[config.mk]
export PLATFORM = sky130hd
export DESIGN_NAME = bank_cmd_arbiter
export DESIGN_NICKNAME = d
export VERILOG_FILES = /design/src/rtl/bank_cmd_arbiter.sv
export SDC_FILE = /design/constraint.sdc
export NUM_CORES = 1
export LEC_CHECK = 0
export CAP_MARGIN = 40
export CORE_MARGIN = 4
export CORE_UTILIZATION = 27
export CTS_CLUSTER_SIZE = 16
export DETAILED_ROUTE_END_ITERATION = 10
export GPL_TIMING_DRIVEN = 0
export PLACE_DENSITY = 0.5
export SYNTH_ARGS = -nofsm -noshare
export SYNTH_HDL_FRONTEND = slang
export SYNTH_SLANG_ARGS = --single-unit
[constraint.sdc]
create_clock -name clk -period 64.4 [get_ports clk]
set_clock_uncertainty 0.1 [all_clocks]
set_input_delay 12.88 -clock clk [delete_from_list [all_inputs] [get_ports clk]]
set_output_delay 12.88 -clock clk [all_outputs]
set_load 0.01 [all_outputs]
[src/rtl/bank_cmd_arbiter.sv]
// Command arbiter for the AiM memory-controller scheduler.
// Picks one of 16 bank engines, the AiM engine or the refresh handler each
// cycle, acknowledges it combinationally and registers its packet/command
// toward the command/data handler (also broadcast to requesters and the
// row arbiter).
//
// Handshake: a requester holds bke_pkt_req[i] with bke_pkt[i]/bke_cmd[i]
// stable; bkarb_pkt_ack[i] is high for exactly the cycle in which it wins
// (only while its req is high and bkarb_en is high), and the requester drops
// or advances its req at the following edge. The registered outputs carry
// that winner one cycle later with bkarb_pkt_valid high.

package bank_cmd_arbiter_pkg;
  localparam int BK_ADDR_WIDTH = 4;
  localparam int NUM_BK        = 2 ** BK_ADDR_WIDTH;
  localparam int N_REQ         = NUM_BK + 2;
  localparam int AIM_IDX       = NUM_BK;
  localparam int REF_IDX       = NUM_BK + 1;
  localparam int PRIO_W        = 2;

  typedef enum logic [4:0] {
    NOP1     = 5'd0,
    NOP2     = 5'd1,
    ACT      = 5'd2,
    PREB     = 5'd3,
    PREA     = 5'd4,
    REFB     = 5'd5,
    REFA     = 5'd6,
    RD       = 5'd7,
    WR       = 5'd8,
    WDM      = 5'd9,
    AIM_MAC  = 5'd10,
    AIM_RDCP = 5'd11,
    AIM_WRCP = 5'd12
  } cmd_t;

  typedef struct packed {
    logic [PRIO_W-1:0]        prio;
    logic [BK_ADDR_WIDTH-1:0] bk_addr;
    logic [7:0]               tag;
  } pkt_meta_t;

  typedef struct packed {
    logic [6:0] rsvd;
    logic       rr_en;   // bit 0: 1 = round-robin among banks, 0 = fixed
  } cfr_schd_t;

  // Column commands move data, so the row arbiter must pull for them.
  function automatic logic is_data_cmd(input cmd_t c);
    logic r;
    case (c)
      RD, WR, WDM, AIM_MAC, AIM_RDCP, AIM_WRCP: r = 1'b1;
      default:                                  r = 1'b0;
    endcase
    return r;
  endfunction
endpackage

module bank_cmd_arbiter
  import bank_cmd_arbiter_pkg::*;
(
  input  logic                     clk,
  input  logic                     rst,
  input  cfr_schd_t                cfr_schd_p,
  input  pkt_meta_t                bke_pkt [N_REQ],
  input  cmd_t                     bke_cmd [N_REQ],
  input  logic [N_REQ-1:0]         bke_pkt_req,
  output logic [N_REQ-1:0]         bkarb_pkt_ack,
  input  logic                     bkarb_en,
  output pkt_meta_t                bkarb_pkt,
  output cmd_t                     bkarb_cmd,
  output logic                     bkarb_pkt_valid,
  output logic                     bkarb_pkt_ignore,
  output logic [BK_ADDR_WIDTH-1:0] dbg_rr_ptr_o
);

  localparam int IDX_W = $clog2(N_REQ);

  logic [N_REQ-1:0]         elig;
  logic [PRIO_W-1:0]        max_prio;
  logic                     any_elig;
  logic                     bank_found;
  logic [BK_ADDR_WIDTH-1:0] bank_idx;
  logic [BK_ADDR_WIDTH-1:0] scan_idx;
  logic                     grant;
  logic [IDX_W-1:0]         win_idx;

  logic                     valid_q, valid_d;
  logic                     ignore_q, ignore_d;
  pkt_meta_t                pkt_q, pkt_d;
  cmd_t                     cmd_q, cmd_d;
  logic [BK_ADDR_WIDTH-1:0] rr_ptr_q, rr_ptr_d;

  logic                     cfg_unused;
  assign cfg_unused = ^cfr_schd_p.rsvd;

  // Highest priority among eligible banks and the AiM engine.
  always_comb begin
    elig     = bke_pkt_req & {N_REQ{bkarb_en}};
    max_prio = '0;
    any_elig = 1'b0;
    for (int i = 0; i <= NUM_BK; i++) begin
      if (elig[i] && (!any_elig || (bke_pkt[i].prio > max_prio))) begin
        max_prio = bke_pkt[i].prio;
        any_elig = 1'b1;
      end
    end
  end

  // First bank at max priority, scanning from the pointer (RR) or from 0.
  always_comb begin
    bank_found = 1'b0;
    bank_idx   = '0;
    scan_idx   = '0;
    for (int k = 0; k < NUM_BK; k++) begin
      scan_idx = cfr_schd_p.rr_en ? (rr_ptr_q + BK_ADDR_WIDTH'(k)) : BK_ADDR_WIDTH'(k);
      if (!bank_found && elig[scan_idx] && (bke_pkt[scan_idx].prio == max_prio)) begin
        bank_found = 1'b1;
        bank_idx   = scan_idx;
      end
    end
  end

  // Final winner: refresh first, then the bank tie-break, then AiM.
  always_comb begin
    grant   = 1'b0;
    win_idx = '0;
    if (elig[REF_IDX]) begin
      grant   = 1'b1;
      win_idx = IDX_W'(REF_IDX);
    end else if (bank_found) begin
      grant   = 1'b1;
      win_idx = IDX_W'(bank_idx);
    end else if (elig[AIM_IDX]) begin
      grant   = 1'b1;
      win_idx = IDX_W'(AIM_IDX);
    end
    bkarb_pkt_ack = grant ? (N_REQ'(1) << win_idx) : '0;
  end

  // Next values of the output registers and the round-robin pointer.
  always_comb begin
    valid_d  = grant;
    ignore_d = 1'b0;
    pkt_d    = pkt_q;
    cmd_d    = cmd_q;
    rr_ptr_d = rr_ptr_q;
    if (grant) begin
      pkt_d    = bke_pkt[win_idx];
      cmd_d    = bke_cmd[win_idx];
      ignore_d = (win_idx == IDX_W'(REF_IDX)) || !is_data_cmd(bke_cmd[win_idx]);
      if (cfr_schd_p.rr_en && (win_idx < IDX_W'(NUM_BK))) begin
        rr_ptr_d = bank_idx + BK_ADDR_WIDTH'(1);
      end
    end
  end

  // Output and pointer registers.
  always_ff @(posedge clk or posedge rst) begin
    if (rst) begin
      valid_q  <= 1'b0;
      ignore_q <= 1'b0;
      pkt_q    <= '0;
      cmd_q    <= NOP1;
      rr_ptr_q <= '0;
    end else begin
      valid_q  <= valid_d;
      ignore_q <= ignore_d;
      pkt_q    <= pkt_d;
      cmd_q    <= cmd_d;
      rr_ptr_q <= rr_ptr_d;
    end
  end

  assign bkarb_pkt        = pkt_q;
  assign bkarb_cmd        = cmd_q;
  assign bkarb_pkt_valid  = valid_q;
  assign bkarb_pkt_ignore = ignore_q;
  assign dbg_rr_ptr_o     = rr_ptr_q;

endmodule

==> reports/results.tsv, run 1 <==
stage	metric	value	unit
clocking	numClockSinks	25	
clocking	htree_levels	1	
finish	nNetsFinal	2398	
global_route	grt_overflow	0	
synthesis	synth_seq_cells	25	
global_route	grt_max_degree	19	
synthesis	netlist_instances	1590	
setup_path	start_kind	input pin	
setup_path	slowest_stage	a211oi_1	
synthesis	synth_area_per_cell	7.028	µm²
min_path	hold_depth	2	
timing	max-slew-margin-rel	39.22	%
global_route	grt_pass1_wl	101400	µm
detailed_routing	drtAntennaViolNets	0	
setup_path	ff2ff_setup_slack	54.71	ns
global_route	grt_use_total	30.05	%
clocking	numCtsBuffers	3	
detailed_routing	drc	0	
detailed_routing	avgRoutedWirePerCell	28.07	µm
clocking	clock_tree.buffer_depth	2	
timing	min_period	54.09	ns
detailed_routing	drt_iter0_drc	1514	
timing	rsz0062_at_grt	no	
detailed_routing	via_count	14890	
setup_path	worst_setup_path_end_kind	primary output	
setup_path	critPathArrivalTime	41.11	ns
setup_path	crit_buf_inv	11	
setup_path	worst-path-stages	118	
setup_path	crit_path_max_incr_delay	0.80	ns
die	die_area	44700	µm²
min_path	hold_class	reg -> reg	
finish	area_delta_synth_final	42.95	%
setup_path	cp.required	51.42	ns
setup_path	cp_max_fo	10	
clocking	post_cts_resize_count	0	
timing	finalSetupTns	0	ns
run	cap_violations	0	
synthesis	ys.warnings.count	0	
setup_path	crit_family	compound AO/OA/AOI/OAI gates	
status	status	complete, no violations	
global_route	grt_pass1_vias	14820	
detailed_routing	first_pass_iters	6	
timing	setup_viol	0	
timing	finalHoldViolCount	0	
clocking	cts_setup_buffers	0	
timing	tightest_slew	0.8887	ns
setup_path	path_common_cell	ha_1	
setup_path	timing.rr.end	bkarb_pkt[5]	
placed_design	gp_congestion	0.9789	
setup_path	r2r_cells	29	
clocking	holdBufCountCts	0	
synthesis	syn-cell-area	11170	µm²
placed_design	io_buffers	400	
synthesis	synth_async_sr_flop_share	100.0	%
clocking	root_buffer	clkbuf_16	
global_route	antenna_found_initial	8	
synthesis	ys_types	104	
die	core_area	40830	µm²
clocking	cts_tree	yes	
timing	fmax	18.49	MHz
die	ios	414	
detailed_routing	wl	71110	µm
synthesis	synth_ff_type	dfrtp_1	
placed_design	dp_hpwl	59450	µm
min_path	min_from	bkarb_cmd[4]	
setup_path	r2r_start	dbg_rr_ptr_o[0]	
clocking	clk_latency	0.26	ns
timing	finalCritPeriodShare	83.99	%
die	initial_core_util	27.37	%
die	die_width	211.4	µm
clocking	clk_pin_slew	0.07	ns
synthesis	synth_seq_area_share	5.598	%
synthesis	synth.net_count	1989	
finish	fillers	4328	
synthesis	synth_edf_count	0	
min_path	min_to	bkarb_cmd[4]	
die	die_h	211.4	µm
setup_path	path_class	in -> out	
finish	drive_gt1_share	8.759	%
timing	drv_slew	0	
detailed_routing	viasPerCell	5.879	
die	row_count	74	
routing by layer:
metal  up-vias  GRT usage [%]  routed length (µm)  share of wire, %
li1       6811              -                   -                 -
met1      7210          38.49               28880                41
met2       721          52.35               34740                49
met3       137          4.535                4856               6.8
met4        12          8.996                2555               3.6
met5         -              0                  73              0.10
cell families after synthesis:
group	share of synthesized area, %
multiplexers	27.63
buffers and inverters	6.685
AND/OR/NAND/NOR	28.38
AO/OA/AOI/OAI	26.97
flip-flops	5.598
adder cells (fa/ha/maj)	3.314
XOR/XNOR	1.411
synthesized netlist by cell type (8+ instances only):
master,number,area (µm²)
a211oi_1,34,255.2
a21boi_0,16,120.1
a21o_1,11,82.58
a21oi_1,65,325.3
a22oi_1,20,150.1
a311oi_1,13,113.9
a31oi_1,14,87.58
a32oi_1,9,78.83
and2_1,23,143.9
and3_1,56,350.3
buf_1,16,60.06
buf_2,39,195.2
clkbuf_1,49,183.9
dfrtp_1,25,625.6
ha_1,28,350.3
inv_1,47,176.4
mux2_2,39,439.2
mux2i_1,184,1842
mux4_2,33,743.2
nand2_1,320,1201
nand3_1,41,205.2
nand4_1,10,62.56
nor2_1,97,364.1
nor3_1,41,205.2
nor4_1,8,50.05
o211ai_1,19,142.6
o21a_1,8,60.06
o21ai_0,64,320.3
o21ai_1,20,100.1
o22ai_1,21,131.4
o41ai_1,13,113.9
or3_1,11,68.82
xnor2_1,12,105.1
area by class of cell:
cell class | count | area (µm²) | share of cell area (%)
Multi-Input combinational cell | 1399 | 9802 | 61.36
Timing Repair Buffer | 404 | 4048 | 25.34
Tap cell | 532 | 665.6 | 4.167
Sequential cell | 25 | 625.6 | 3.916
Buffer | 117 | 563.0 | 3.525
Inverter | 49 | 183.9 | 1.151
Clock buffer | 4 | 78.83 | 0.4935
Antenna cell | 3 | 7.507 | 0.04700
state kept, by name, indices dropped and copies added (netlist names):
name,flops
bkarb_pkt,14
bkarb_cmd,5
dbg_rr_ptr_o,4
bkarb_pkt_ignore,1
bkarb_pkt_valid,1
worst reg2reg max path: cells and delay by family, from the launching register on:
kind,cells,cell delay (ns)
buf+inv,9,3.00
compound gates,8,2.38
simple gates,7,1.93
mux,4,1.37
flops,1,0.47
fa+ha+maj,1,0.31
cells in the final DEF, fill, tap and decap left out, drive strengths merged, types with 36 or more instances in the layout:
master	synthesis	layout
a211oi	36	36
a21oi	65	65
and3	56	56
buf	68	72
clkbuf	49	53
clkdlybuf4s50	0	400
inv	49	49
mux2	41	41
mux2i	187	187
nand2	320	320
nand3	41	41
nor2	99	99
nor3	43	43
o21ai	87	87
through the flow:
| stage | hold slack [ns] | setup slack, ns | utilization [%] | cells | instance area (µm²) |
|---|---|---|---|---|---|
| final | 0.3966 | 10.31 | 39.12 | 2533 | 15970 |
| after global routing | 0.4270 | 8.257 | 39.11 | 2531 | 15970 |
| after CTS | 0.3976 | 10.79 | 39.10 | 2530 | 15970 |
| after detailed placement | 0.3775 | 10.87 | 38.91 | 2526 | 15890 |
| after global placement | 0.3685 | 10.64 | 38.80 | 2522 | 15840 |
| after floorplan | 0.4162 | 16.82 | - | 1590 | 11170 |
how the worst max path moves through the flow:
| stage | start | endpoint |
|---|---|---|
| after floorplan | bkarb_en | bkarb_pkt_ack[14] |
| after global placement | bkarb_en | bkarb_pkt_ack[14] |
| after detailed placement | bkarb_en | bkarb_pkt_ack[14] |
| after CTS | bkarb_en | bkarb_pkt_ack[14] |
| after global routing | bkarb_en | bkarb_pkt_ack[14] |
| final | bkarb_en | bkarb_pkt_ack[14] |
Power of run 1 is left out: the tool's default activity adds up to more than one toggle a clock period on the data nets, which glitch-free logic cannot reach.
==> run 2: changes to the inputs <==
--- a/config.mk
+++ b/config.mk
@@ -11,7 +11,7 @@
 export CTS_CLUSTER_SIZE = 16
 export DETAILED_ROUTE_END_ITERATION = 10
 export GPL_TIMING_DRIVEN = 0
-export PLACE_DENSITY = 0.5
+export PLACE_DENSITY = 0.52
 export SYNTH_ARGS = -nofsm -noshare
 export SYNTH_HDL_FRONTEND = slang
 export SYNTH_SLANG_ARGS = --single-unit
==> constraint.sdc (replaced) <==
create_clock -name clk -period 47.1 [get_ports clk]
set_clock_uncertainty 0.1 [all_clocks]
set_input_delay 9.42 -clock clk [delete_from_list [all_inputs] [get_ports clk]]
set_output_delay 9.42 -clock clk [all_outputs]
set_load 0.01 [all_outputs]
==> run 2 against run 1 <==
Register-to-register slack got worse by 17 ns. Critical path type unchanged. Cell area rose by 0.72%. Setup slack got worse by 8.5 ns.
==> reports/results.tsv, run 2 (synthesis results as in run 1) <==
stage	metric	value	unit	change
status	status	complete, no violations		unchanged
run	cap_violations	0		unchanged
finish	area_delta_synth_final	43.98	%	was 42.95%
clocking	numClockSinks	25		unchanged
timing	setup_viol	0		unchanged
setup_path	crit_path_max_incr_delay	0.64	ns	was 0.80 ns
placed_design	gp_congestion	0.9542		was 0.9789
timing	fmax	22.07	MHz	
die	initial_core_util	27.37	%	unchanged
global_route	grt_pass1_wl	99570	µm	was 101400 µm
setup_path	cp.required	37.58	ns	was 51.42 ns
detailed_routing	drtAntennaViolNets	0		unchanged
setup_path	path_common_cell	ha_1		unchanged
timing	finalCritPeriodShare	96.19	%	
min_path	hold_class	reg -> reg		unchanged
clocking	holdBufCountCts	0		unchanged
die	die_area	44700	µm²	unchanged
detailed_routing	first_pass_iters	6		unchanged
timing	tightest_slew	0.9294	ns	was 0.8887 ns
finish	regArea	625.6	µm²	unchanged
clocking	clk_latency	0.26	ns	about the same
setup_path	worst_setup_path_end_kind	primary output		unchanged
timing	finalHoldViolCount	0		unchanged
finish	final_cell_count_no_fill	2530		was 2533
die	die_width	211.4	µm	unchanged
clocking	root_buffer	clkbuf_16		unchanged
finish	fillers	4356		was 4328
clocking	numCtsBuffers	3		unchanged
global_route	grt_overflow	0		unchanged
setup_path	critPathArrivalTime	35.79	ns	was 41.11 ns
finish	multi_input_area	9918	µm²	was 9802 µm²
detailed_routing	drt_iter0_drc	1393		was 1514
finish	largest_reg_flops	14		unchanged
die	core_area	40830	µm²	unchanged
setup_path	path_class	in -> out		unchanged
setup_path	cp_max_fo	10		unchanged
detailed_routing	via_count	14930		was 14890
setup_path	slowest_stage	clkdlybuf4s50_1		was a211oi_1
finish	layout_common_cells	400 x clkdlybuf4s50_1, 318 x nand2_1, 177 x mux2i_1		was 400 x clkdlybuf4s50_1, 320 x nand2_1, 184 x mux2i_1
die	die_h	211.4	µm	unchanged
global_route	grt_max_degree	17		was 19
finish	nNetsFinal	2395		was 2398
global_route	grt_pass1_vias	14820		about the same
finish	drive_gt1_share	10.08	%	was 8.759%
clocking	clock_tree.buffer_depth	2		unchanged
setup_path	start_kind	input pin		unchanged
timing	max-slew-margin-rel	37.23	%	was 39.22%
global_route	antenna_found_initial	6		was 8
detailed_routing	viasPerCell	5.900		was 5.879
finish	layout_commonest_cell	clkdlybuf4s50_1		unchanged
placed_design	io_buffers	400		unchanged
clocking	htree_levels	1		unchanged
detailed_routing	drc	0		unchanged
placed_design	dp_cells	2526		unchanged
timing	drv_slew	0		unchanged
clocking	clk_pin_slew	0.06	ns	was 0.07 ns
detailed_routing	wl	69800	µm	was 71110 µm
die	row_count	74		unchanged
placed_design	dp_hpwl	58400	µm	was 59450 µm
clocking	cts_tree	yes		unchanged
timing	min_period	45.31	ns	
global_route	grt_use_total	29.50	%	was 30.05%
detailed_routing	avgRoutedWirePerCell	27.59	µm	was 28.07 µm
die	ios	414		unchanged
-- run 2: cell types whose count changed in the layout (fill, tap and decap cells not counted), moves of 2 or more --
cell | previous run | this run
mux2i_1 | 184 | 177
mux2i_2 | 3 | 9
buf_1 | 17 | 13
clkbuf_1 | 50 | 47
clkbuf_2 | 0 | 3
nor2_1 | 97 | 94
a211oi_1 | 34 | 32
nand2_1 | 320 | 318
nand2_2 | 0 | 2
nor2_2 | 1 | 3
nor3b_1 | 5 | 3
nor3b_2 | 0 | 2
-- run 2: stage by stage --
| step | hold WS, ns | instance area [µm²] | util, % | setup TNS, ns | setup slack [ns] |
|---|---|---|---|---|---|
| 2_1_floorplan | 0.4162 | 11170 | - | 0 | 6.439 |
| 3_5_place_dp | 0.3729 | 15890 | 38.91 | 0 | 0.8005 |
| 4_1_cts | 0.3897 | 15970 | 39.10 | 0 | 0.6772 |
| 5_1_grt | 0.4158 | 16090 | 39.40 | -0.05479 | -0.02867 |
| 3_3_place_gp | 0.3663 | 15840 | 38.80 | 0 | 0.5676 |
| 6_report | 0.3865 | 16090 | 39.40 | 0 | 1.794 |
-- run 2: timing repair --
item | 4_1_cts | 5_1_grt
endpoints found under the hold margin | 0 | 0
endpoints found under the setup margin | 0 | 17
gates resized for setup | 0 | 34
buffers inserted | 0 | 1
-- run 2: critical path, delay by kind of cell --
| family | cells | cell delay, ns |
|---|---|---|
| compound gates | 46 | 8.84 |
| simple gates | 40 | 6.98 |
| fa+ha+maj | 18 | 5.09 |
| buf+inv | 12 | 3.21 |
| mux | 8 | 2.20 |
-- run 2: area by class of cell --
cell class,count,share of cell area [%]
diodes,3,0.04666
plain buffers,113,3.445
clock buffers,4,0.4899
inverters,49,1.143
multi-input cells,1399,61.65
well taps,532,4.137
flip-flops and latches,25,3.888
repair buffers,405,25.20
-- run 2: layer usage --
| layer | wire length [µm] | track usage [%] |
|---|---|---|
| met1 | 27590 | 37.16 |
| met4 | 3017 | 10.48 |
| met2 | 34190 | 51.41 |
| met3 | 4956 | 4.327 |
| met5 | 38 | 0 |
-- run 2: path summary, 6_finish.rpt --
check | startpoint | endpoint | slack [ns] | cells after the start
max in group asynchronous | rst | dbg_rr_ptr_o[0] | 37.04 | 3
min in group asynchronous | rst | bkarb_pkt[2] | 9.41 | 2
hold reg to reg | bkarb_pkt[3] | bkarb_pkt[3] | 0.39 | 2
setup reg to reg | dbg_rr_ptr_o[0] | bkarb_pkt[3] | 37.70 | 29
setup / recovery | bkarb_en | bkarb_pkt_ack[2] | 1.79 | 124
hold / removal | bkarb_pkt[3] | bkarb_pkt[3] | 0.39 | 2
Power of run 2 is left out for the same reason.
==> RTL change: new RTL, flow settings as in run 2 <==
Change the package constant `BK_ADDR_WIDTH` from 4 to 5.
--- a/src/rtl/bank_cmd_arbiter.sv
+++ b/src/rtl/bank_cmd_arbiter.sv
@@ -11,7 +11,7 @@
 // that winner one cycle later with bkarb_pkt_valid high.
 
 package bank_cmd_arbiter_pkg;
-  localparam int BK_ADDR_WIDTH = 4;
+  localparam int BK_ADDR_WIDTH = 5;
   localparam int NUM_BK        = 2 ** BK_ADDR_WIDTH;
   localparam int N_REQ         = NUM_BK + 2;
   localparam int AIM_IDX       = NUM_BK;
Ports: changed (6 resized); port bits go from 414 to 786. The function was not compared with the original's and may differ.
==> RTL change against run 2 <==
  * The flow now finishes with violations (setup timing)
  * Global-route usage rose by 17 points
  * Non-clock buffer count increased by 1008
  * Area after synthesis rose by 95%
  * Final area rose to 2.5 times the old value
  * Sequential cell count is 2 higher
  * Maximum frequency decreased by 27%
  * Setup slack worse by 17 ns
  * Routed wire length increased to 3.1 times the old value
  * Register-to-register slack got worse by 1.6 ns
Power is not shown: default switching activity piles up to over one toggle a cycle in this logic, so the estimate is an artifact.
==> RTL change: results (changes against run 2) <==
Largest net degree at the start of global routing - 20 (was 17)
Largest area contributor in the netlist - mux2i_1 (unchanged)
Run status - finished, violations left (was finished, final reports clean)
Reg area - 676 sq um (was 626 sq um)
Via count - 35,808 (was 14,928)
Hold endpoint - bkarb_cmd[3] (was bkarb_pkt[3])
Slew HR - 0.321 (was 0.372)
Synth area leaders - mux2i_1, nand2_1, mux2_2 (was mux2i_1, nand2_1, mux4_2)
GR Util All Layers - 0.470 (was 0.295)
Ys flop type - dfrtp_1 (unchanged)
R2r endpoint - bkarb_pkt[2] (was bkarb_pkt[3])
WL final - 215,000 um (was 69,800 um)
WP data arrival - 52.95 ns (was 35.79 ns)
Layout Nets - 5,296 (was 2,395)
Min-delay worst type - reg -> reg (unchanged)
Clk buf depth - 2 (unchanged)
Yosys warning total - 0 (unchanged)
Hold path start - bkarb_cmd[3] (was bkarb_pkt[3])
Seq/Total Area, Yosys - 0.0311 (was 0.0560)
Hold path depth - 1 (was 2)
Port bufs - 766 (was 400)
Layout filler cell count - 7,943 (was 4,356)
Failing checks - setup timing
Number of flip-flops in the largest register - 15 (was 14)
Num CTS Buffers - 3 (unchanged)
Dpl hpwl - 173,000 um (was 58,400 um)
Crit path largest cell delay - 0.84 ns (was 0.64 ns)
R2R setup slack - 36.13 ns (was 37.70 ns)
FF-to-FF Start - dbg_rr_ptr_o[2] (was dbg_rr_ptr_o[0])
First-pass GRT wire length - 281,000 um (was 99,600 um)
Critical path's slowest cell - clkdlybuf4s50_1 (unchanged)
Gpl congestion - 1.09 (was 0.954)
DRT iter0 DRCs - 4,995 (was 1,393)
Hold slack - 0.422 ns (was 0.387 ns)
Drt first pass iters - 8 (was 6)
Synth Net Count - 4,008 (was 1,989)
Root Buffer - clkbuf_16 (unchanged)
Average cell area after synthesis - 6.72 sq um (was 7.03 sq um)
Fraction of layout cells with a size suffix above 1 - 0.299 (was 0.101)
Placement Cell Area - 32,800 sq um (was 15,900 sq um)
Synth cell types - 113 (was 104)
Vias in the first global route - 33,690 (was 14,815)
Vias per cell - 6.39 (was 5.90)
Clk slew on worst S/H paths - 0.09 ns (was 0.06 ns)
Crit path max fanout - 9 (was 10)
Skew-Pair Late Insertion Delay - 0.32 ns (was 0.26 ns)
Synth cell count leaders - nand2_1, mux2i_1, nor2_1, a21oi_1, nand3_1 (was nand2_1, mux2i_1, nor2_1, a21oi_1, o21ai_0)
Post-synth ARST share - 1.00 (unchanged)
Reg2reg path depth - 38 (was 29)
# H-tree levels - 1 (unchanged)
CP startpoint - bke_pkt[494] (was bkarb_en)
Post-route worst setup slack - -15.37 ns (was 1.79 ns)
Endpoints failing setup - 60 (was 0)
Cells after DPL - 5,098 (was 2,526)
Initial antenna violation count - 54 (was 6)
==> RTL change: changes by cell type after synthesis, sizes merged, moves of 96 or more <==
cell,delta
mux2i,+145
nand3,+115
nor2,+153
o211ai,+96
a21oi,+111
nand2,+262
==> RTL change: through the flow <==
stage / TNS, ns / setup WS [ns]
2_1_floorplan: -437.22 / -11.47
3_3_place_gp: -944.85 / -20.46
3_5_place_dp: -917.83 / -19.66
4_1_cts: -607.34 / -14.15
5_1_grt: -771.62 / -16.87
6_report: -682.86 / -15.37
==> RTL change: logic make-up (layout without fill, tap and decap cells) <==
| logic type | after synthesis | in the layout | share of synthesized area |
|---|---|---|---|
| adders and majority gates | 51 | 51 | 0.0291 |
| and+or+nand+nor | 1362 | 1362 | 0.292 |
| buffers and inverters | 333 | 1619 | 0.0651 |
| xor gates and xnor gates | 37 | 37 | 0.0149 |
| muxes | 510 | 511 | 0.268 |
| AOI/OAI and AO/OA | 914 | 914 | 0.299 |
| DFF | 27 | 27 | 0.0311 |
| other | 0 | 36 | 0 |
==> RTL change: area by class of cell <==
| type | instances | area share |
|---|---|---|
| timing repair buffer | 1292 | 0.305 |
| clock buffer | 3 | 0.00187 |
| tap | 1050 | 0.0327 |
| sequential | 27 | 0.0168 |
| inverter | 89 | 0.00865 |
| antenna | 36 | 0.00224 |
| buffer | 234 | 0.0578 |
| clock inverter | 1 | 0.000218 |
| multi-input combinational | 2875 | 0.575 |
==> RTL change: layer usage <==
layer,GRT usage,wire length (um),up-vias
met3,0.155,26900,647
met1,0.586,80800,17544
li1,-,-,14850
met2,0.708,90700,2739
met4,0.271,16200,28
met5,0.00499,231,-
==> RTL change: critical path: cells and delay by family <==
family                   cells  cell delay, ns
AO/OA/AOI/OAI               91           14.04
adder cells (fa/ha/maj)     28            7.88
buffers and inverters       69            9.51
multiplexers                 9            2.75
AND/OR/NAND/NOR             75            9.09
==> RTL change: worst max-delay path by stage <==
stage,to,cells after the start
after global placement,bkarb_pkt_ack[15],261
after detailed placement,bkarb_pkt_ack[15],262
after CTS,bkarb_pkt_ack[19],261
after floorplan,bkarb_pkt_ack[8],261
final,bkarb_pkt_ack[7],272
after global routing,bkarb_pkt_ack[19],268
==> RTL change: timing repair <==
| action | CTS | global route |
|---|---|---|
| pin swaps | 250 | 206 |
| cloned | 4 | 2 |
| setup buffers | 399 | 80 |
| resized for setup | 728 | 195 |
| setup endpoints to repair | 60 | 60 |
